===== config.mk =====
export PLATFORM = sky130hd
export DESIGN_NAME = mem_port_arbiter_flat
export DESIGN_NICKNAME = d
export VERILOG_FILES = /design/src/rtl/mem_port_arbiter_pkg.sv /design/src/rtl/mem_port_arbiter_if.sv /design/src/rtl/mem_port_arbiter_rr_pick2.sv /design/src/rtl/mem_port_arbiter.sv /design/src/flat_wrapper.sv
export SDC_FILE = /design/constraint.sdc
export NUM_CORES = 1
export LEC_CHECK = 0
export ABC_AREA = 1
export BUFFER_PORTS_ARGS = -buffer_cell sky130_fd_sc_hd__buf_2
export CAP_MARGIN = 10
export CORE_UTILIZATION = 48
export CTS_BUF_LIST = sky130_fd_sc_hd__clkbuf_8
export CTS_CLUSTER_SIZE = 10
export DETAILED_ROUTE_END_ITERATION = 6
export HOLD_SLACK_MARGIN = 0.02
export PLACE_DENSITY = 0.8
export RECOVER_POWER = 25
export SLEW_MARGIN = 20
export SYNTH_ARGS = -nofsm -noshare
export SYNTH_HDL_FRONTEND = slang
export SYNTH_SLANG_ARGS = --single-unit

===== constraint.sdc =====
create_clock -name clk -period 4.3 [get_ports clk]
set_input_delay 0.215 -clock clk [delete_from_list [all_inputs] [get_ports clk]]
set_output_delay 0.215 -clock clk [all_outputs]
set_load 0.05 [all_outputs]

===== src/rtl/mem_port_arbiter_pkg.sv =====
// Shared definitions for the two-port memory arbiter.
// Holds the FSM state encodings, the port index constants and the default
// memory read latency. The default latency must stay equal to the Mem
// latency assumed by the core FSM's fetch / fetch-buffer sequence.
package mem_port_arbiter_pkg;

    typedef logic [1:0] state_t;
    typedef logic       port_t;

    localparam state_t ST_IDLE   = 2'd0;
    localparam state_t ST_ACCESS = 2'd1;
    localparam state_t ST_WAIT   = 2'd2;
    localparam state_t ST_DONE   = 2'd3;

    localparam port_t PORT_C = 1'b0;
    localparam port_t PORT_L = 1'b1;

    localparam int DEF_RD_LAT = 2;

endpackage


===== src/rtl/mem_port_arbiter_if.sv =====
// Requester-side handshake bundle for one arbiter port.
// master : the requester (drives req/we/addr/wdata, sees gnt/ack/rdata)
// slave  : the arbiter   (sees req/we/addr/wdata, drives gnt/ack/rdata)
interface mem_port_arbiter_if #(
    parameter int ADDR_W = 8,
    parameter int DATA_W = 32
);
    logic              req;
    logic              we;
    logic [ADDR_W-1:0] addr;
    logic [DATA_W-1:0] wdata;
    logic              gnt;
    logic              ack;
    logic [DATA_W-1:0] rdata;

    modport master (output req, we, addr, wdata, input gnt, ack, rdata);
    modport slave  (input req, we, addr, wdata, output gnt, ack, rdata);
endinterface


===== src/rtl/mem_port_arbiter_rr_pick2.sv =====
// Combinational two-way round-robin pick.
// Ports: req0/req1 - requests of port C / port L
//        last      - port granted most recently
//        valid     - at least one request is pending
//        winner    - selected port (only meaningful when valid)
module rr_pick2
    import mem_port_arbiter_pkg::*;
(
    input  logic  req0,
    input  logic  req1,
    input  port_t last,
    output logic  valid,
    output port_t winner
);

    always_comb begin
        valid  = req0 | req1;
        winner = PORT_C;
        if (req0 && req1) begin
            // On a tie the port that did not win last time goes next.
            winner = (last == PORT_C) ? PORT_L : PORT_C;
        end else if (req1) begin
            winner = PORT_L;
        end
    end

endmodule


===== src/rtl/mem_port_arbiter.sv =====
// Two-requester arbiter in front of the single-port instruction/data memory.
// Ports: clk, rst         - clock, asynchronous active-high reset
//        c, l             - requester handshakes (core FSM, loader/debug)
//        mem_address/mem_data/mem_wren/mem_out - the Mem port
//        busy             - high whenever the FSM is not idle
// One transaction at a time; every output is a register.
module mem_port_arbiter
    import mem_port_arbiter_pkg::*;
#(
    parameter int ADDR_W = 8,
    parameter int DATA_W = 32,
    parameter int RD_LAT = DEF_RD_LAT
)(
    input  logic               clk,
    input  logic               rst,
    mem_port_arbiter_if.slave  c,
    mem_port_arbiter_if.slave  l,
    output logic [ADDR_W-1:0]  mem_address,
    output logic [DATA_W-1:0]  mem_data,
    output logic               mem_wren,
    input  logic [DATA_W-1:0]  mem_out,
    output logic               busy
);

    localparam int CNT_W = 2;

    state_t            state_reg, state_next;
    logic [CNT_W-1:0]  cnt_reg;
    port_t             owner_reg;
    port_t             last_reg;
    logic              we_reg;
    logic              enter_done;
    logic              c_gnt_reg, l_gnt_reg, c_ack_reg, l_ack_reg;
    logic [DATA_W-1:0] c_rdata_reg, l_rdata_reg;
    logic [ADDR_W-1:0] mem_address_reg;
    logic [DATA_W-1:0] mem_data_reg;
    logic              mem_wren_reg;
    logic              busy_reg;
    logic              pick_valid;
    port_t             pick_winner;

    rr_pick2 u_pick (
        .req0   (c.req),
        .req1   (l.req),
        .last   (last_reg),
        .valid  (pick_valid),
        .winner (pick_winner)
    );

    // enter_done marks the edge on which ack is raised and read data captured.
    always_comb begin
        state_next = state_reg;
        enter_done = 1'b0;
        case (state_reg)
            ST_IDLE: begin
                if (pick_valid) state_next = ST_ACCESS;
            end
            ST_ACCESS: begin
                if (we_reg || RD_LAT == 1) begin
                    state_next = ST_DONE;
                    enter_done = 1'b1;
                end else begin
                    state_next = ST_WAIT;
                end
            end
            ST_WAIT: begin
                // Counter reaches 0 on this edge.
                if (cnt_reg == 2'd1) begin
                    state_next = ST_DONE;
                    enter_done = 1'b1;
                end
            end
            default: state_next = ST_IDLE;
        endcase
    end

    always_ff @(posedge clk or posedge rst) begin
        if (rst) begin
            state_reg       <= ST_IDLE;
            cnt_reg         <= '0;
            owner_reg       <= PORT_C;
            last_reg        <= PORT_L;
            we_reg          <= 1'b0;
            c_gnt_reg       <= 1'b0;
            l_gnt_reg       <= 1'b0;
            c_ack_reg       <= 1'b0;
            l_ack_reg       <= 1'b0;
            c_rdata_reg     <= '0;
            l_rdata_reg     <= '0;
            mem_address_reg <= '0;
            mem_data_reg    <= '0;
            mem_wren_reg    <= 1'b0;
            busy_reg        <= 1'b0;
        end else begin
            state_reg    <= state_next;
            busy_reg     <= (state_next != ST_IDLE);
            c_gnt_reg    <= 1'b0;
            l_gnt_reg    <= 1'b0;
            c_ack_reg    <= 1'b0;
            l_ack_reg    <= 1'b0;
            mem_wren_reg <= 1'b0;

            case (state_reg)
                ST_IDLE: begin
                    if (pick_valid) begin
                        // Latch straight into the Mem-facing registers so
                        // the access is presented during the ACCESS cycle.
                        owner_reg <= pick_winner;
                        last_reg  <= pick_winner;
                        if (pick_winner == PORT_L) begin
                            we_reg          <= l.we;
                            mem_address_reg <= l.addr;
                            mem_data_reg    <= l.wdata;
                            mem_wren_reg    <= l.we;
                            l_gnt_reg       <= 1'b1;
                        end else begin
                            we_reg          <= c.we;
                            mem_address_reg <= c.addr;
                            mem_data_reg    <= c.wdata;
                            mem_wren_reg    <= c.we;
                            c_gnt_reg       <= 1'b1;
                        end
                    end
                end
                ST_ACCESS: begin
                    if (!(we_reg || RD_LAT == 1)) cnt_reg <= CNT_W'(RD_LAT - 1);
                end
                ST_WAIT: begin
                    cnt_reg <= cnt_reg - 2'd1;
                end
                default: ;
            endcase

            if (enter_done) begin
                if (owner_reg == PORT_L) begin
                    l_ack_reg <= 1'b1;
                    if (!we_reg) l_rdata_reg <= mem_out;
                end else begin
                    c_ack_reg <= 1'b1;
                    if (!we_reg) c_rdata_reg <= mem_out;
                end
            end
        end
    end

    assign c.gnt       = c_gnt_reg;
    assign l.gnt       = l_gnt_reg;
    assign c.ack       = c_ack_reg;
    assign l.ack       = l_ack_reg;
    assign c.rdata     = c_rdata_reg;
    assign l.rdata     = l_rdata_reg;
    assign mem_address = mem_address_reg;
    assign mem_data    = mem_data_reg;
    assign mem_wren    = mem_wren_reg;
    assign busy        = busy_reg;

endmodule


===== src/flat_wrapper.sv =====
// flat-port wrapper written by rule: the top's interface ports become plain ports
module mem_port_arbiter_flat import mem_port_arbiter_pkg::*;
#(
    parameter int ADDR_W = 8,
    parameter int DATA_W = 32,
    parameter int RD_LAT = DEF_RD_LAT
)
  (clk, rst, mem_address, mem_data, mem_wren, mem_out, busy, c_req, c_we, c_addr, c_wdata, c_gnt, c_ack, c_rdata, l_req, l_we, l_addr, l_wdata, l_gnt, l_ack, l_rdata);
  mem_port_arbiter_if #(.ADDR_W(ADDR_W), .DATA_W(DATA_W)) c_i ();
  mem_port_arbiter_if #(.ADDR_W(ADDR_W), .DATA_W(DATA_W)) l_i ();
  input  logic clk;
  input  logic rst;
  output logic [ADDR_W-1:0] mem_address;
  output logic [DATA_W-1:0] mem_data;
  output logic mem_wren;
  input  logic [DATA_W-1:0] mem_out;
  output logic busy;
  input wire logic [$bits(c_i.req)-1:0] c_req;
  input wire logic [$bits(c_i.we)-1:0] c_we;
  input wire logic [$bits(c_i.addr)-1:0] c_addr;
  input wire logic [$bits(c_i.wdata)-1:0] c_wdata;
  output wire logic [$bits(c_i.gnt)-1:0] c_gnt;
  output wire logic [$bits(c_i.ack)-1:0] c_ack;
  output wire logic [$bits(c_i.rdata)-1:0] c_rdata;
  input wire logic [$bits(l_i.req)-1:0] l_req;
  input wire logic [$bits(l_i.we)-1:0] l_we;
  input wire logic [$bits(l_i.addr)-1:0] l_addr;
  input wire logic [$bits(l_i.wdata)-1:0] l_wdata;
  output wire logic [$bits(l_i.gnt)-1:0] l_gnt;
  output wire logic [$bits(l_i.ack)-1:0] l_ack;
  output wire logic [$bits(l_i.rdata)-1:0] l_rdata;
  assign c_i.req = c_req;
  assign c_i.we = c_we;
  assign c_i.addr = c_addr;
  assign c_i.wdata = c_wdata;
  assign c_gnt = c_i.gnt;
  assign c_ack = c_i.ack;
  assign c_rdata = c_i.rdata;
  assign l_i.req = l_req;
  assign l_i.we = l_we;
  assign l_i.addr = l_addr;
  assign l_i.wdata = l_wdata;
  assign l_gnt = l_i.gnt;
  assign l_ack = l_i.ack;
  assign l_rdata = l_i.rdata;
  mem_port_arbiter #(.ADDR_W(ADDR_W), .DATA_W(DATA_W), .RD_LAT(RD_LAT)) u_core (.clk(clk), .rst(rst), .c(c_i), .l(l_i), .mem_address(mem_address), .mem_data(mem_data), .mem_wren(mem_wren), .mem_out(mem_out), .busy(busy));
endmodule

==> results.txt <==
first-pass GRT wire length = 25050 um
CTS sink cnt = 117
Via-to-Cell Ratio = 5.139
Post-Syn Instances = 560
clock network latency to the later pin of the worst-skew pair = 0.43 ns
via count of the first global-routing pass = 5311
initial cell density of the core = 0.4939
post-synthesis area per instance = 8.620 um2
compound-cell area share of the yosys netlist = 0.01814
count of state elements after synthesis = 117
net count after synthesis = 683
number of design rule violations left after detail routing = 0
Leak = 3.960 nW
count of flip-flops with a built-in enable after synthesis = 0
Setup Crit Path Kind = input port to async pin
TritonCTS buffer count = 17
start of the worst register-to-register path = u_core.last_reg
Startpoint Class = input port
WL/cell = 15.88 um
worst-case headroom to the max-slew limit = -0.6428
VDD IR max = 0.4934 mV
Critical R2R Capture = u_core.mem_data[17]
number of ports placed on the die boundary = 228
async set-or-reset flop fraction in the synthesized netlist = 1.000
Post-CTS Setup Bufs = 0
GRT Total Usage = 0.3184
TritonCTS clock tree = built
max-slew violation count = 48
Pre-Repair DR Iteration Count = 5
placed wire-length estimate = 9186 um
Die Width = 102.3 um
number of library cell types mapped by synthesis = 20
highest achievable clock rate = 0.3657 GHz
hold bufs inserted after CTS = 90
most numerous cell in the Yosys netlist = sky130_fd_sc_hd__nand2_1
via count = 5237
worst hold path endpoint = u_core.l.rdata[21]
most common flop cell mapped by yosys = sky130_fd_sc_hd__dfrtp_1
maximum number of pins on one net before global-route repair = 71
XOR/XNOR Fraction of Synth Area = 0
flop-to-flop setup slack = 1.57 ns
count of cells along the worst register-to-register path = 7
leading area contributor after synthesis = sky130_fd_sc_hd__dfrtp_1
remaining antenna violation count after routing = 0
number of failing hold endpoints at the final stage = 0
top post-synthesis cells by area = sky130_fd_sc_hd__dfrtp_1 (60%), sky130_fd_sc_hd__nand2_1 (23%), sky130_fd_sc_hd__nand3_1 (6.9%)
time the final worst path needs with I/O delays and setup = 2.734 ns
combinational family with the most area after synthesis = simple AND/OR/NAND/NOR gates
fraction of the mapped netlist area in simple logic gates = 0.3121
H-tree levels = 4
grt ovf = 0
Adder-Cell Fraction of Synth Area = 0.01296
kind of end point of the critical path = async pin
total number of nets in the final design = 996
Final Setup Violations = 0
data arrival time at the worst-slack endpoint = 2.74 ns
setup TNS = 0 ns
Final period util = 0.6359
PD cells = 948.2 nW/um2
PortBufs = 227
Detailed Route WL = 16180 um
mux share of post-synthesis cell area = 0
RSZ-0062 raised after global routing = no
largest fanout of any net on the critical path = 47
Core Region = 9774 um2
1st-iter DRT viols = 288
synthesis-to-finish area growth = 51.37%
area share of the leading cell type in the synthesized netlist = 0.6013
layout cells sized above 1 = 0.2641
hold-critical path depth = 3
failing checks = capacitance limit, slew limit
origin of the worst min-delay path = mem_out[21]
sequential area share after synthesis = 0.6068
post-route total power = 0.006929 W
Clock Tree Buf Depth = 2
Required @ worst endpoint = 4.31 ns
number of antenna violations at the first check in global routing = 0
cts repair resizes = 0
Worst Tran Pin Value = 2.464 ns
number of cell rows = 36
outcome = complete, but fails checks
Clock Tree Root = sky130_fd_sc_hd__clkbuf_8
Die Outline Area = 10460 um2
Synthesis Warnings = 0
# Max-Cap Violations = 1
type of the worst min-delay path = input port to register
Clock Pin Slew Worst Setup and Hold Paths = 0.08 ns
diodes inserted = 0
DIE HEIGHT = 102.3 um
Netlist Area Pre-Place = 4827 um2
GP Congestion = 0.8461
final worst clock skew = 0.01373 ns
most used standard cells in the synthesized netlist = sky130_fd_sc_hd__nand2_1 (299), sky130_fd_sc_hd__dfrtp_1 (116), sky130_fd_sc_hd__nand3_1 (67)
[cells in the final DEF, fill, tap and decap left out]
cell type,count
sky130_fd_sc_hd__buf_4,4
sky130_fd_sc_hd__buf_2,188
sky130_fd_sc_hd__clkinvlp_2,1
sky130_fd_sc_hd__inv_2,1
sky130_fd_sc_hd__nor2_4,4
sky130_fd_sc_hd__inv_6,2
sky130_fd_sc_hd__clkinv_2,3
sky130_fd_sc_hd__nand4_1,1
sky130_fd_sc_hd__nor2_2,1
sky130_fd_sc_hd__inv_1,20
sky130_fd_sc_hd__clkinv_4,4
sky130_fd_sc_hd__nand2_2,1
sky130_fd_sc_hd__ha_1,5
sky130_fd_sc_hd__nand2_1,299
sky130_fd_sc_hd__nand3_1,67
sky130_fd_sc_hd__dfstp_2,1
sky130_fd_sc_hd__clkbuf_1,40
sky130_fd_sc_hd__dlygate4sd3_1,90
sky130_fd_sc_hd__clkinv_1,1
sky130_fd_sc_hd__nor3_1,1
sky130_fd_sc_hd__clkbuf_8,17
sky130_fd_sc_hd__o211ai_1,9
sky130_fd_sc_hd__clkinvlp_4,3
sky130_fd_sc_hd__bufinv_16,3
sky130_fd_sc_hd__o21ai_0,3
sky130_fd_sc_hd__dfrtp_1,116
sky130_fd_sc_hd__o21ai_4,1
[report_power, final]
part | internal [W] | switching, W | total [W]
Combinational | 0.000961 | 0.00291 | 0.00388
Clock | 0.000576 | 0.000482 | 0.00106
Sequential | 0.00165 | 0.000342 | 0.00199
Total | 0.00319 | 0.00374 | 0.00693
[layout make-up]
| cell class | count | area [um2] |
|---|---|---|
| clock buffers | 17 | 234.0 |
| clock inverters | 15 | 180.2 |
| fillers | 669 | 2467 |
| inverters | 23 | 87.58 |
| multi-input cells | 392 | 1688 |
| flip-flops and latches | 117 | 2929 |
| well taps | 133 | 166.4 |
| repair buffers | 322 | 2022 |
[worst max-delay path, stage by stage]
cell	delay [ns]
sky130_fd_sc_hd__dlygate4sd3_1	0.55
sky130_fd_sc_hd__clkbuf_1	0.12
sky130_fd_sc_hd__clkinvlp_2	0.08
sky130_fd_sc_hd__clkbuf_1	1.74
[how the worst max path moves through the flow]
stage / start / endpoint / slack [ns] / depth (start not counted)
CTS: u_core.last_reg / u_core.mem_wren / 1.68 / 7
global placement: u_core.last_reg / u_core.we_reg / 1.92 / 6
detailed placement: u_core.state_reg[0] / u_core.c.rdata[18] / 1.80 / 9
finish: rst / u_core.mem_data[31] / 1.57 / 4
global route: rst / u_core.mem_address[3] / 1.02 / 4
floorplan: rst / u_core.busy / 0.99 / 1
[cells by family (layout without fill, tap and decap cells)]
group	Yosys count	in the layout
adder cells (fa/ha/maj)	5	5
AND/OR/NAND/NOR	374	374
flip-flops	117	117
AO/OA/AOI/OAI	13	13
buffers and inverters	51	377
[through the flow]
stage                     utilization  hold slack [ns]  setup WS (ns)  area, um2  std cells
after global placement         0.6170           0.4111          1.924       6031        897
after floorplan                     -           0.3246         0.9859       4827        560
after detailed placement       0.6185           0.4239          1.800       6046        897
after global routing           0.7476          0.02499          1.022       7307       1019
final                          0.7476          0.04019          1.566       7307       1019
after CTS                      0.7531          0.02209          1.679       7361       1019
[metal layers]
metal | vias to the layer above | track usage | wire [um]
met5 | - | 0 | 0
met4 | 0 | 0.1769 | 690
met3 | 71 | 0.08208 | 1210
met2 | 303 | 0.5498 | 8083
met1 | 2488 | 0.3599 | 6196
li1 | 2375 | - | -
Power figures use the tool's default switching activity.
